### config.mk
export PLATFORM = sky130hd
export DESIGN_NAME = adder_seq_ctrl_flat
export DESIGN_NICKNAME = d
export VERILOG_FILES = /design/src/rtl/adder_seq_ctrl_if.sv /design/src/rtl/adder_seq_ctrl.sv /design/src/flat_wrapper.sv
export SDC_FILE = /design/constraint.sdc
export NUM_CORES = 1
export LEC_CHECK = 0
export CAP_MARGIN = 30
export CORE_UTILIZATION = 35
export DETAILED_ROUTE_END_ITERATION = 12
export HOLD_SLACK_MARGIN = 0.03
export MAX_ROUTING_LAYER = met4
export SETUP_SLACK_MARGIN = 0.15
export SLEW_MARGIN = 20
export SYNTH_ARGS = -nofsm -noshare
export SYNTH_HDL_FRONTEND = slang
export SYNTH_SLANG_ARGS = --single-unit
### constraint.sdc
create_clock -name clk -period 5.61 [get_ports clk]
set_input_delay 1.4025 -clock clk [delete_from_list [all_inputs] [get_ports clk]]
set_output_delay 1.4025 -clock clk [all_outputs]
set_load 0.01 [all_outputs]
### src/rtl/adder_seq_ctrl_if.sv
// Request/response handshake bundle for the multi-precision add/sub sequencer.
// Host side is master, sequencer side is slave.
interface adder_seq_ctrl_if #(
  parameter int NBYTES = 4
);
  localparam int W = 8 * NBYTES;

  logic         in_valid;
  logic         in_ready;
  logic [W-1:0] in_a;
  logic [W-1:0] in_b;
  logic         in_sub;
  logic         in_cin;
  logic         out_valid;
  logic         out_ready;
  logic [W-1:0] out_result;
  logic         out_cout;
  logic         out_ovf;
  logic         out_zero;

  modport master (
    output in_valid, in_a, in_b, in_sub, in_cin,
    output out_ready,
    input  in_ready,
    input  out_valid, out_result, out_cout, out_ovf, out_zero
  );

  modport slave (
    input  in_valid, in_a, in_b, in_sub, in_cin,
    input  out_ready,
    output in_ready,
    output out_valid, out_result, out_cout, out_ovf, out_zero
  );
endinterface

### src/rtl/adder_seq_ctrl.sv
// Byte-serial add/sub sequencer driving a shared external 8-bit adder,
// LSB first, with the carry chained through a register.
module adder_seq_ctrl #(
  parameter int NBYTES = 4
) (
  input  logic                  clk,
  input  logic                  rst,
  adder_seq_ctrl_if.slave       bus,
  output logic [7:0]            add_a,
  output logic [7:0]            add_b,
  output logic                  add_cin,
  input  logic [7:0]            add_sum,
  input  logic                  add_cout,
  output logic                  busy
);
  localparam int W  = 8 * NBYTES;
  localparam int IW = $clog2(NBYTES);

  typedef enum logic [1:0] {
    IDLE = 2'd0,
    RUN  = 2'd1,
    DONE = 2'd2
  } state_t;

  state_t        state_q;
  state_t        state_d;
  logic [IW-1:0] idx_q;
  logic          carry_q;
  logic [W-1:0]  a_q;
  logic [W-1:0]  b_q;
  logic [W-1:0]  res_q;
  logic          cout_q;
  logic          ovf_q;
  logic          in_ready;
  logic          out_valid;
  logic          accept;
  logic          last;

  assign accept = bus.in_valid & in_ready;
  assign last   = (idx_q == IW'(NBYTES - 1));

  always_ff @(posedge clk or posedge rst) begin
    if (rst) state_q <= IDLE;
    else     state_q <= state_d;
  end

  always_comb begin
    state_d = state_q;
    unique case (state_q)
      IDLE:    if (bus.in_valid) state_d = RUN;
      RUN:     if (last) state_d = DONE;
      DONE:    if (bus.out_ready) state_d = IDLE;
      default: state_d = IDLE;
    endcase
  end

  always_comb begin
    add_a     = '0;
    add_b     = '0;
    add_cin   = 1'b0;
    in_ready  = 1'b0;
    out_valid = 1'b0;
    busy      = 1'b0;
    unique case (state_q)
      IDLE: in_ready = 1'b1;
      RUN: begin
        add_a   = a_q[{idx_q, 3'b000} +: 8];
        add_b   = b_q[{idx_q, 3'b000} +: 8];
        add_cin = carry_q;
        busy    = 1'b1;
      end
      DONE: begin
        out_valid = 1'b1;
        busy      = 1'b1;
      end
      default: ;
    endcase
  end

  // B is stored already inverted for subtract, so the adder only ever adds
  always_ff @(posedge clk or posedge rst) begin
    if (rst) begin
      idx_q   <= '0;
      carry_q <= 1'b0;
      a_q     <= '0;
      b_q     <= '0;
      res_q   <= '0;
      cout_q  <= 1'b0;
      ovf_q   <= 1'b0;
    end else if (accept) begin
      idx_q   <= '0;
      carry_q <= bus.in_sub ? 1'b1 : bus.in_cin;
      a_q     <= bus.in_a;
      b_q     <= bus.in_sub ? ~bus.in_b : bus.in_b;
      res_q   <= '0;
    end else if (state_q == RUN) begin
      res_q[{idx_q, 3'b000} +: 8] <= add_sum;
      carry_q <= add_cout;
      idx_q   <= idx_q + IW'(1);
      if (last) begin
        cout_q <= add_cout;
        ovf_q  <= (a_q[W-1] ^ add_sum[7]) & (b_q[W-1] ^ add_sum[7]);
      end
    end
  end

  assign bus.in_ready   = in_ready;
  assign bus.out_valid  = out_valid;
  assign bus.out_result = res_q;
  assign bus.out_cout   = cout_q;
  assign bus.out_ovf    = ovf_q;
  assign bus.out_zero   = out_valid & (res_q == '0);
endmodule

### src/flat_wrapper.sv
// flat-port wrapper written by rule: the top's interface ports become plain ports
module adder_seq_ctrl_flat 
#(
  parameter int NBYTES = 4
)
  (clk, rst, add_a, add_b, add_cin, add_sum, add_cout, busy, bus_in_valid, bus_in_a, bus_in_b, bus_in_sub, bus_in_cin, bus_out_ready, bus_in_ready, bus_out_valid, bus_out_result, bus_out_cout, bus_out_ovf, bus_out_zero);
  adder_seq_ctrl_if #(.NBYTES(NBYTES)) bus_i ();
  input  logic clk;
  input  logic rst;
  output logic [7:0] add_a;
  output logic [7:0] add_b;
  output logic add_cin;
  input  logic [7:0] add_sum;
  input  logic add_cout;
  output logic busy;
  input wire logic [$bits(bus_i.in_valid)-1:0] bus_in_valid;
  input wire logic [$bits(bus_i.in_a)-1:0] bus_in_a;
  input wire logic [$bits(bus_i.in_b)-1:0] bus_in_b;
  input wire logic [$bits(bus_i.in_sub)-1:0] bus_in_sub;
  input wire logic [$bits(bus_i.in_cin)-1:0] bus_in_cin;
  input wire logic [$bits(bus_i.out_ready)-1:0] bus_out_ready;
  output wire logic [$bits(bus_i.in_ready)-1:0] bus_in_ready;
  output wire logic [$bits(bus_i.out_valid)-1:0] bus_out_valid;
  output wire logic [$bits(bus_i.out_result)-1:0] bus_out_result;
  output wire logic [$bits(bus_i.out_cout)-1:0] bus_out_cout;
  output wire logic [$bits(bus_i.out_ovf)-1:0] bus_out_ovf;
  output wire logic [$bits(bus_i.out_zero)-1:0] bus_out_zero;
  assign bus_i.in_valid = bus_in_valid;
  assign bus_i.in_a = bus_in_a;
  assign bus_i.in_b = bus_in_b;
  assign bus_i.in_sub = bus_in_sub;
  assign bus_i.in_cin = bus_in_cin;
  assign bus_i.out_ready = bus_out_ready;
  assign bus_in_ready = bus_i.in_ready;
  assign bus_out_valid = bus_i.out_valid;
  assign bus_out_result = bus_i.out_result;
  assign bus_out_cout = bus_i.out_cout;
  assign bus_out_ovf = bus_i.out_ovf;
  assign bus_out_zero = bus_i.out_zero;
  adder_seq_ctrl #(.NBYTES(NBYTES)) u_core (.clk(clk), .rst(rst), .bus(bus_i), .add_a(add_a), .add_b(add_b), .add_cin(add_cin), .add_sum(add_sum), .add_cout(add_cout), .busy(busy));
endmodule
# Yosys cells after proc, flatten, opt, wreduce, memory -nomap -nowiden
# Cells that the tools add are included.
# op_classes
bitwise,7
reduce_logical,6
muxes,19
addsub,2
n_eq_ne,6
shift,4
# op_table
op,count
$mux 32,3
$shiftx 32x6->8,2
$bwmux 32,1
$logic_not 32->1,1
$not 32->32,1
$shift 8x7->32 const A,1
$shiftx 8x7->32,1
$mux 8,2
$mux 2,5
$mux 1,7
$neg 5->7,1
$pmux 2 s3,1
$reduce_and 3->1,2
$eq 2x2->1 const B,2
$ne 2x2->1 const B,2
$and 1x1->1,3
$add 2x1->2 const B,1
$eq 2x1->1 const B,1
$logic_not 2->1,1
$ne 2x1->1 const B,1
$reduce_bool 2->1,1
$reduce_or 2->1,1
$xor 1x1->1,2
$not 1->1,1
# word_totals
reg_bits,103
output_inout_bits,55
word_cells,52

# Longest topological paths before layout
# Gate-level depths: netlist of run 1.
# depth
ltp_word,5
ltp_mapped,7
mapped_depth_nobuf,5

# Worst setup path before layout of run 1
# No wires, ideal clock.
# synth_path
path_kind,register to output
startpoint,register u_core.idx_q[0]
endpoint,output port add_b[7]
slack_ns,2.823
path_stages_with_launch,4
n_path_buf,1
arrival_ns,1.385
path_cell_list,dfrtp_1 > buf_6 > mux4_2 > and2_1
# synth_between
elab_chain_cells,2
# synth_lines
item,line,rtl
start: declaration,adder_seq_ctrl.sv:27,logic [IW-1:0] idx_q;
start signal: assignment,adder_seq_ctrl.sv:99,idx_q <= idx_q + IW'(1);
$shiftx 32x6->8,adder_seq_ctrl.sv:68,"add_b = b_q[{idx_q, 3'b000} +: 8];"
$mux 8,adder_seq_ctrl.sv:64,unique case (state_q)
end: declaration,flat_wrapper.sv:11,output logic [7:0] add_b;
# Every way passes these cells.

# Worst setup path in the final report of run 1
# layout_path
startpoint,register u_core.idx_q[0]
endpoint,output port add_b[1]
# Same word-level chain as after synthesis.

==> metrics.txt, run 1 <==
status finished clean; min-delay src u_core.a_q[15]; Synth Register Bits 103; first-pass GRT wire length roughly 20,000 microns; # setup viols final 0; Main synth FF type dfrtp_1; Fin Setup TNS 0 ps; syn nets 541; row count 42; total grt overflow 0; CTS HTree Levels 3; clock group share of total power approximately 22%; n_diodes 0; max_slew headroom 35.8%; fin worst setup slack 1700 ps; cells on worst reg2reg path 5; Min-Delay Endpoint u_core.a_q[15]; CP max FO 25; Final Hold Viols 0; Yosys cell types 36; slowest cell on the critical path dfrtp_2; Logic pwr share 39.2%; Die X 120 microns; layout cells sized above 1 8.48%; final instance area 6720 sq um; DRT iter0 DRCs 167; unrepaired setup endpoints after global routing false; gpl congestion 0.796; most common cell in the netlist nand2_1; post-synth top area share ~53%; Final period util between 60% and 70%; hold slack about 470 ps; total power 3.23 mW; Switching Share 33.8%; Clock Tree Root clkbuf_16; Slew @ Worst Pin between 900 and 1000 ps; Max Buffers Root-to-Sink 2; area grow syn2layout 37.3%; Avg WL per Cell roughly 16 microns; # placed instances 739; clock sink count about 100; worst path bufs/invs 1; Async S/R FF share, synth 100%; most frequent cells after synthesis 134 x nand2_1, 103 x dfrtp_1, 35 x o21ai_0; Netlist Area Pre-Place between 4000 and 5000 sq um; Peak VDD IR ~0.21 mV; CP arrival 2500 ps; Nets 665; Area contributors post-synth dfrtp_1 53%, nand2_1 10%, mux4_2 6.9%, xnor2_1 5.9%, a22o_1 5.4%; clock skew ~6.7 ps; Post-CTS Setup Bufs 0; Reg2Reg Setup Slack 3020 ps; sequential share of the synthesized area 52.6%; Post-CTS Hold Fix Bufs 0; delay-heaviest family, CP flip-flops; hpwl dp 8590 microns; DP Worst Slack 2020 ps; internal power 2.14 mW; Cell Pwr Density between 400 and 500 nW/um^2; post-cts resize count 0; endpoint class of the critical path primary output; Post-synth EDFFs 0; Ports 134; initial antenna violation count 0; Starting Density between 30% and 40%; critical path startpoint category flop; DR pass1 iterations 4; largest stage delay on the critical path approximately 900 ps; hold depth 2; maxcap violations 0; NetSw between 1 and 1.5 mW; Clock transition at path regs 70 ps; Die H between 100 and 150 microns; final core utilization between 40% and 50%; Finished Layout Cells 754; DR vias 3,679; Achievable Freq 0.256 GHz; TritonCTS clock tree done; vias in the first global route 3,863; largest net degree at the start of global routing between 70 and 80; CTS Buf Count 9; residual DRC count 0; I/O Buffers 133; Placed Instance Area 6360 sq um; WL final 12,000 microns; die area 14,500 sq um; total track usage 18.2%; final slew viol count 0; Final ANT Viol Nets 0; crit path kind reg -> out; drt via density 4.88; Synth Area per Inst 10.9 sq um; FF-to-FF Start u_core.idx_q[1]; reg-to-reg endpoint u_core.bus.out_result[31]; crit-path cells mux4_2 > and2_1 > clkdlybuf4s50_1; Req. time, crit path 4210 ps; Min-Delay Path Class reg -> reg; Cells after Synth 451; yosys warns 0; core area 13,500 sq um; area leader, netlist dfrtp_1; Leak roughly 3.0 nW; Reg power frac 39.1%; Tmin final 3910 ps; Clock Latency Late Sink 330 ps
power by group through the flow:
stage / clock network (mW) / logic, mW / registers [mW]
2_1_floorplan: 0 / 0.858 / 1.18
3_3_place_gp: 0 / 1.24 / 1.27
3_5_place_dp: 0 / 1.28 / 1.28
4_1_cts: 0.720 / 1.29 / 1.27
5_1_grt: 0.749 / 1.41 / 1.31
6_report: 0.703 / 1.27 / 1.26
routing by layer:
layer | up-vias | wire (microns) | GRT usage (%)
met1 | 1779 | 5550 | 23.9
met2 | 100 | 5670 | 29.3
met4 | 0 | 202 | 5.56
met3 | 15 | 565 | 2.69
met5 | - | 0 | -
li1 | 1785 | - | -
layout make-up:
class                      count  area (sq um)
fill                        1261          6730
sequential                   103          2580
multi-input combinational    315          2160
timing repair buffer         138          1400
clock buffer                   9           225
tap                          176           220
clock inverter                 5           108
inverter                       8          32.5
worst min-delay path, cell delays in order (launching register included):
cell and delay (ps):
dfrtp_1 340, nand2_1 50, nand2_1 50
flip-flops by register name, indices dropped and copies added, names as in the netlist:
signal	count
u_core.carry_q	1
u_core.idx_q	2
u_core.bus.out_cout	1
u_core.bus.out_result	32
u_core.a_q	32
u_core.b_q	32
u_core.bus.out_ovf	1
u_core.state_q	2
worst max path at each step:
stage / startpoint / end / cells after the start
after detailed placement: u_core.idx_q[0] / add_a[7] / 3
after global routing: u_core.idx_q[0] / add_b[1] / 3
after floorplan: rst / u_core.a_q[0] / 1
final: u_core.idx_q[0] / add_b[1] / 3
after global placement: u_core.idx_q[0] / add_a[7] / 3
after CTS: u_core.idx_q[0] / add_a[7] / 3
cell families after synthesis:
family	after synthesis	synth area share [%]
flops	103	52.6
xor+xnor	33	5.90
buf+inv	33	3.25
fa+ha+maj	11	2.81
simple gates	178	16.8
mux	21	8.54
compound gates	72	10.0
placed cells by master (no fill, tap or decap), drive strengths merged:
cell type,count
mux2,3
nor2b,1
nor4,7
mux4,16
or3b,1
a222oi,1
nand4,3
clkdlybuf4s50,132
a22oi,2
nor2,3
ha,11
nand3b,1
nor3,5
clkinv,1
dfrtp,103
bufinv,3
a21oi,4
mux2i,2
o21ai,35
or3,1
nand2,135
and2,18
buf,6
nor4b,1
a22o,30
inv,9
xnor2,33
nor3b,1
nand4b,1
clkbuf,9
Note: power is estimated with default switching activity, not from simulation.
==> run 2: changes to the inputs <==
==> constraint.sdc (replaced) <==
create_clock -name clk -period 3.9 [get_ports clk]
set_input_delay 0.975 -clock clk [delete_from_list [all_inputs] [get_ports clk]]
set_output_delay 0.975 -clock clk [all_outputs]
set_load 0.01 [all_outputs]
==> run 2 against run 1 <==
Compared with the run above:
- core utilization down 0.52 points
- die area unchanged
- critical endpoint is now add_a[7]
- via count increased by 1.5%
- largest cell class unchanged
- hold slack about the same
- critical path depth unchanged
- sequential share of layout area up 0.40 points
- global-route usage decreased by 0.25 points
==> metrics.txt, run 2 (synthesis gave the netlist of run 1 again) <==
status finished clean; crit path kind reg -> out; Achievable Freq 0.287 GHz; reg-to-reg endpoint u_core.bus.out_result[29]; n_diodes 0; largest stage delay on the critical path 890 ps; Die H around 120 microns; Clock transition at path regs 70 ps; CP arrival 2510 ps; final core utilization 49.5%; Nets 665; unrepaired setup endpoints after global routing false; Final Hold Viols 0; Cell Pwr Density 674 nW/um^2; layout cells sized above 1 about 8.6%; Fin Setup TNS 0 ps; FF-to-FF Start u_core.idx_q[0]; TritonCTS clock tree done; Placed Instance Area 6370 sq um; hpwl dp 8420 microns; Ports between 100 and 150; final slew viol count 0; endpoint class of the critical path primary output; hold depth 2; Reg2Reg Setup Slack between 1000 and 1500 ps; Final ANT Viol Nets 0; Clock Latency Late Sink 350 ps; gpl congestion 0.798; CTS HTree Levels 3; Min-Delay Path Class reg -> reg; DR vias 3,733; Clock Tree Root clkbuf_16; largest net degree at the start of global routing 58; cells on worst reg2reg path 5; clock skew around 5.6 ps; maxcap violations 0; vias in the first global route 3,782; total power 4.48 mW; commonest non-fill, non-tap cells in the layout 133 x nand2_1, 132 x clkdlybuf4s50_1, 102 x dfrtp_1; DR pass1 iterations 5; first-pass GRT wire length 19,600 microns; residual DRC count 0; CP max FO 25; post-cts resize count 0; I/O Buffers around 130; Min-Delay Endpoint u_core.a_q[7]; Die X 120 microns; Req. time, crit path 2920 ps; clock sink count 103; total track usage 18.0%; die area 14,500 sq um; WL final about 12,000 microns; Post-CTS Hold Fix Bufs 0; Tmin final around 3500 ps; Final period util 89.3%; max_slew headroom 36.5%; hold slack roughly 470 ps; core area 13,500 sq um; DRT iter0 DRCs 217; min-delay src u_core.a_q[7]; area grow syn2layout 35.9%; # setup viols final 0; Peak VDD IR 0.223 mV; row count 42; Post-CTS Setup Bufs 0; drt via density 4.94; Leak between 2 and 3 nW; most common cell after layout, fill and taps aside nand2_1; crit-path cells mux4_1 > and2_1 > clkdlybuf4s50_1; Starting Density 36.4%; slowest cell on the critical path dfrtp_2; critical path startpoint category flop; Max Buffers Root-to-Sink 2; CTS Buf Count 9; Slew @ Worst Pin 952 ps; initial antenna violation count 0; final instance area 6650 sq um; Avg WL per Cell roughly 16 microns; total grt overflow 0
-- run 2: cell types whose count changed in the layout (fill, tap and decap cells not counted) --
cell	previous run	this run
inv_8	0	1
inv_6	1	2
clkinvlp_4	0	1
buf_16	1	0
bufinv_16	3	0
buf_4	3	4
clkbuf_1	0	1
clkinv_4	1	2
-- run 2: critical path: cells and delay by family (launching register included) --
family	cells	cell delay (ps)
buffers and inverters	1	470
AND/OR/NAND/NOR	1	170
multiplexers	1	630
flip-flops	1	890
-- run 2: layout make-up --
cell class / count / area (sq um)
Sequential cell: 103 / 2580
Inverter: 8 / 32.5
Tap cell: 176 / 220
Multi-Input combinational cell: 315 / 2160
Clock inverter: 6 / 53.8
Clock buffer: 10 / 229
Timing Repair Buffer: 138 / 1380
Fill cell: 1268 / 6800
-- run 2: layer usage --
layer	vias up	GRT usage [%]	wire length, microns
met1	1821	23.9	5400
li1	1786	-	-
met2	115	28.4	5710
met4	0	6.33	163
met5	-	-	0
met3	11	2.50	569
-- run 2: worst max path at each step --
stage / from / end / slack (ps) / cells after the start
floorplan: rst / u_core.a_q[0] / 220 / 1
global placement: u_core.idx_q[0] / add_a[7] / 720 / 3
detailed placement: u_core.idx_q[0] / add_a[7] / 740 / 3
CTS: u_core.idx_q[0] / add_a[7] / 350 / 3
global route: u_core.idx_q[0] / add_a[7] / 270 / 3
finish: u_core.idx_q[0] / add_a[7] / 420 / 3
-- run 2: power breakdown --
| part | switching [mW] | internal (mW) | total [mW] | leakage (nW) |
|---|---|---|---|---|
| Clock | 0.414 | 0.445 | 0.859 | 0.136 |
| Sequential | 0.307 | 1.48 | 1.78 | 1.32 |
| Combinational | 0.873 | 0.970 | 1.84 | 1.46 |
| Total | 1.59 | 2.89 | 4.48 | 2.92 |
-- run 2: metrics by stage --
step	std cells	setup WS (ps)
5_1_grt	756	273
3_3_place_gp	740	722
2_1_floorplan	451	221
3_5_place_dp	740	741
6_report	756	418
4_1_cts	756	353
==> run 3: changes to the inputs <==
==> constraint.sdc (replaced) <==
create_clock -name clk -period 3.5 [get_ports clk]
set_input_delay 0.875 -clock clk [delete_from_list [all_inputs] [get_ports clk]]
set_output_delay 0.875 -clock clk [all_outputs]
set_load 0.01 [all_outputs]
==> run 3 against run 2 <==
Compared with the run above:
- flip-flop and latch count unchanged
- critical path depth up 3
- design area rose by 0.68%
- non-clock buffer count increased by 3
- clock power up 16%
- hold slack lost 3.1 ps
- final cell count is 0.40% higher
==> metrics.txt, run 3 (synthesis gave the netlist of run 1 again) <==
Peak VDD IR 0.298 mV; total power 5.06 mW; Clock Tree Root clkbuf_16; Reg2Reg Setup Slack 1100 ps; Cell Pwr Density 755 nW/um^2; Slew @ Worst Pin 936 ps; Final ANT Viol Nets 0; DR vias 3,688; fillers 1,258; gpl congestion 0.776; start point of the critical path u_core.state_q[0]; total grt overflow 0; hpwl dp 8300 microns; vias in the first global route 3,751; Nets 668; Ports 134; Min-Delay Path Class reg -> reg; max_slew headroom a little under two fifths; WL final 11,800 microns; I/O Buffers 133; post-cts resize count 0; Die H 120 microns; total track usage 17.6%; CP max FO 4; CP arrival around 2300 ps; Req. time, crit path 2620 ps; Post-CTS Hold Fix Bufs 0; Final period util 90.6%; DP Worst Slack 564 ps; core area 13,500 sq um; residual DRC count 0; first-pass GRT wire length between 15,000 and 20,000 microns; Avg WL per Cell 15.5 microns; Fin Setup TNS 0 ps; commonest non-fill, non-tap cells in the layout 133 x nand2_1, 132 x clkdlybuf4s50_1, 102 x dfrtp_1; # setup viols final 0; FF-to-FF Start u_core.idx_q[0]; clock sink count 103; maxcap violations 0; fin worst setup slack 328 ps; Achievable Freq around 0.32 GHz; DR pass1 iterations 4; Max Buffers Root-to-Sink 2; critical path startpoint category flop; min-delay src u_core.a_q[15]; unrepaired setup endpoints after global routing false; layout cells sized above 1 9.26%; hold slack between 400 and 500 ps; initial antenna violation count 0; Final Hold Viols 0; die area 14,500 sq um; drt via density roughly 4.9; row count 42; area grow syn2layout 36.8%; crit path kind reg -> out; Post-CTS Setup Bufs 0; Clock transition at path regs 70 ps; Clock Latency Late Sink around 330 ps; final slew viol count 0; Starting Density 36.4%; Tmin final 3170 ps; TritonCTS clock tree done; Leak ~2.9 nW; CTS HTree Levels 3; Die X 120 microns; final core utilization around half; status finished clean; clock skew 10.5 ps; most common cell after layout, fill and taps aside nand2_1; CTS Buf Count 9; DRT iter0 DRCs slightly below 200; largest net degree at the start of global routing 104; n_diodes 0; endpoint class of the critical path primary output
## run 3: path summary, 6_finish.rpt
kind,to,depth (start not counted)
min,u_core.a_q[15],2
max in group asynchronous,u_core.idx_q[0],3
max,bus_out_zero,6
min in group asynchronous,u_core.b_q[4],3
min reg2reg,u_core.a_q[15],2
max reg2reg,u_core.bus.out_result[30],6
## run 3: layout make-up
cell class,count,area (sq um),share of cell area (%)
clock buffer,11,253,3.77
clock inverter,5,48.8,0.729
inverter,8,33.8,0.504
multi-input combinational,315,2160,32.3
sequential,103,2580,38.5
tap,176,220,3.29
timing repair buffer,141,1400,20.9
## run 3: power by group
| part | internal (mW) | total, mW | switching [mW] |
|---|---|---|---|
| registers | 1.65 | 1.98 | 0.328 |
| clock network | 0.536 | 0.994 | 0.458 |
| logic | 1.10 | 2.09 | 0.993 |
| total | 3.28 | 5.06 | 1.78 |
## run 3: stage by stage
stage               instances  area (sq um)
finish                    759          6700
global route              759          6700
CTS                       759          6700
detailed placement        743          6390
global placement          743          6390
floorplan                 451          4900
## run 3: metal layers
metal  wire (microns)  track usage, %  part of all wire (%)  up-vias
met5                0               -                     0        -
met4              141            5.63                   1.2        0
met3              465            2.59                   4.0        7
met2             5510            27.0                    47       93
met1             5650            24.1                    48     1793
li1                 -               -                     -     1795
## run 3: worst max-delay path, cell delays in order, from the launching register on
cell,delay (ps)
dfrtp_1,420
inv_1,120
ha_1,210
nor4b_1,310
nand4_1,150
nor3_1,200
clkdlybuf4s50_1,560
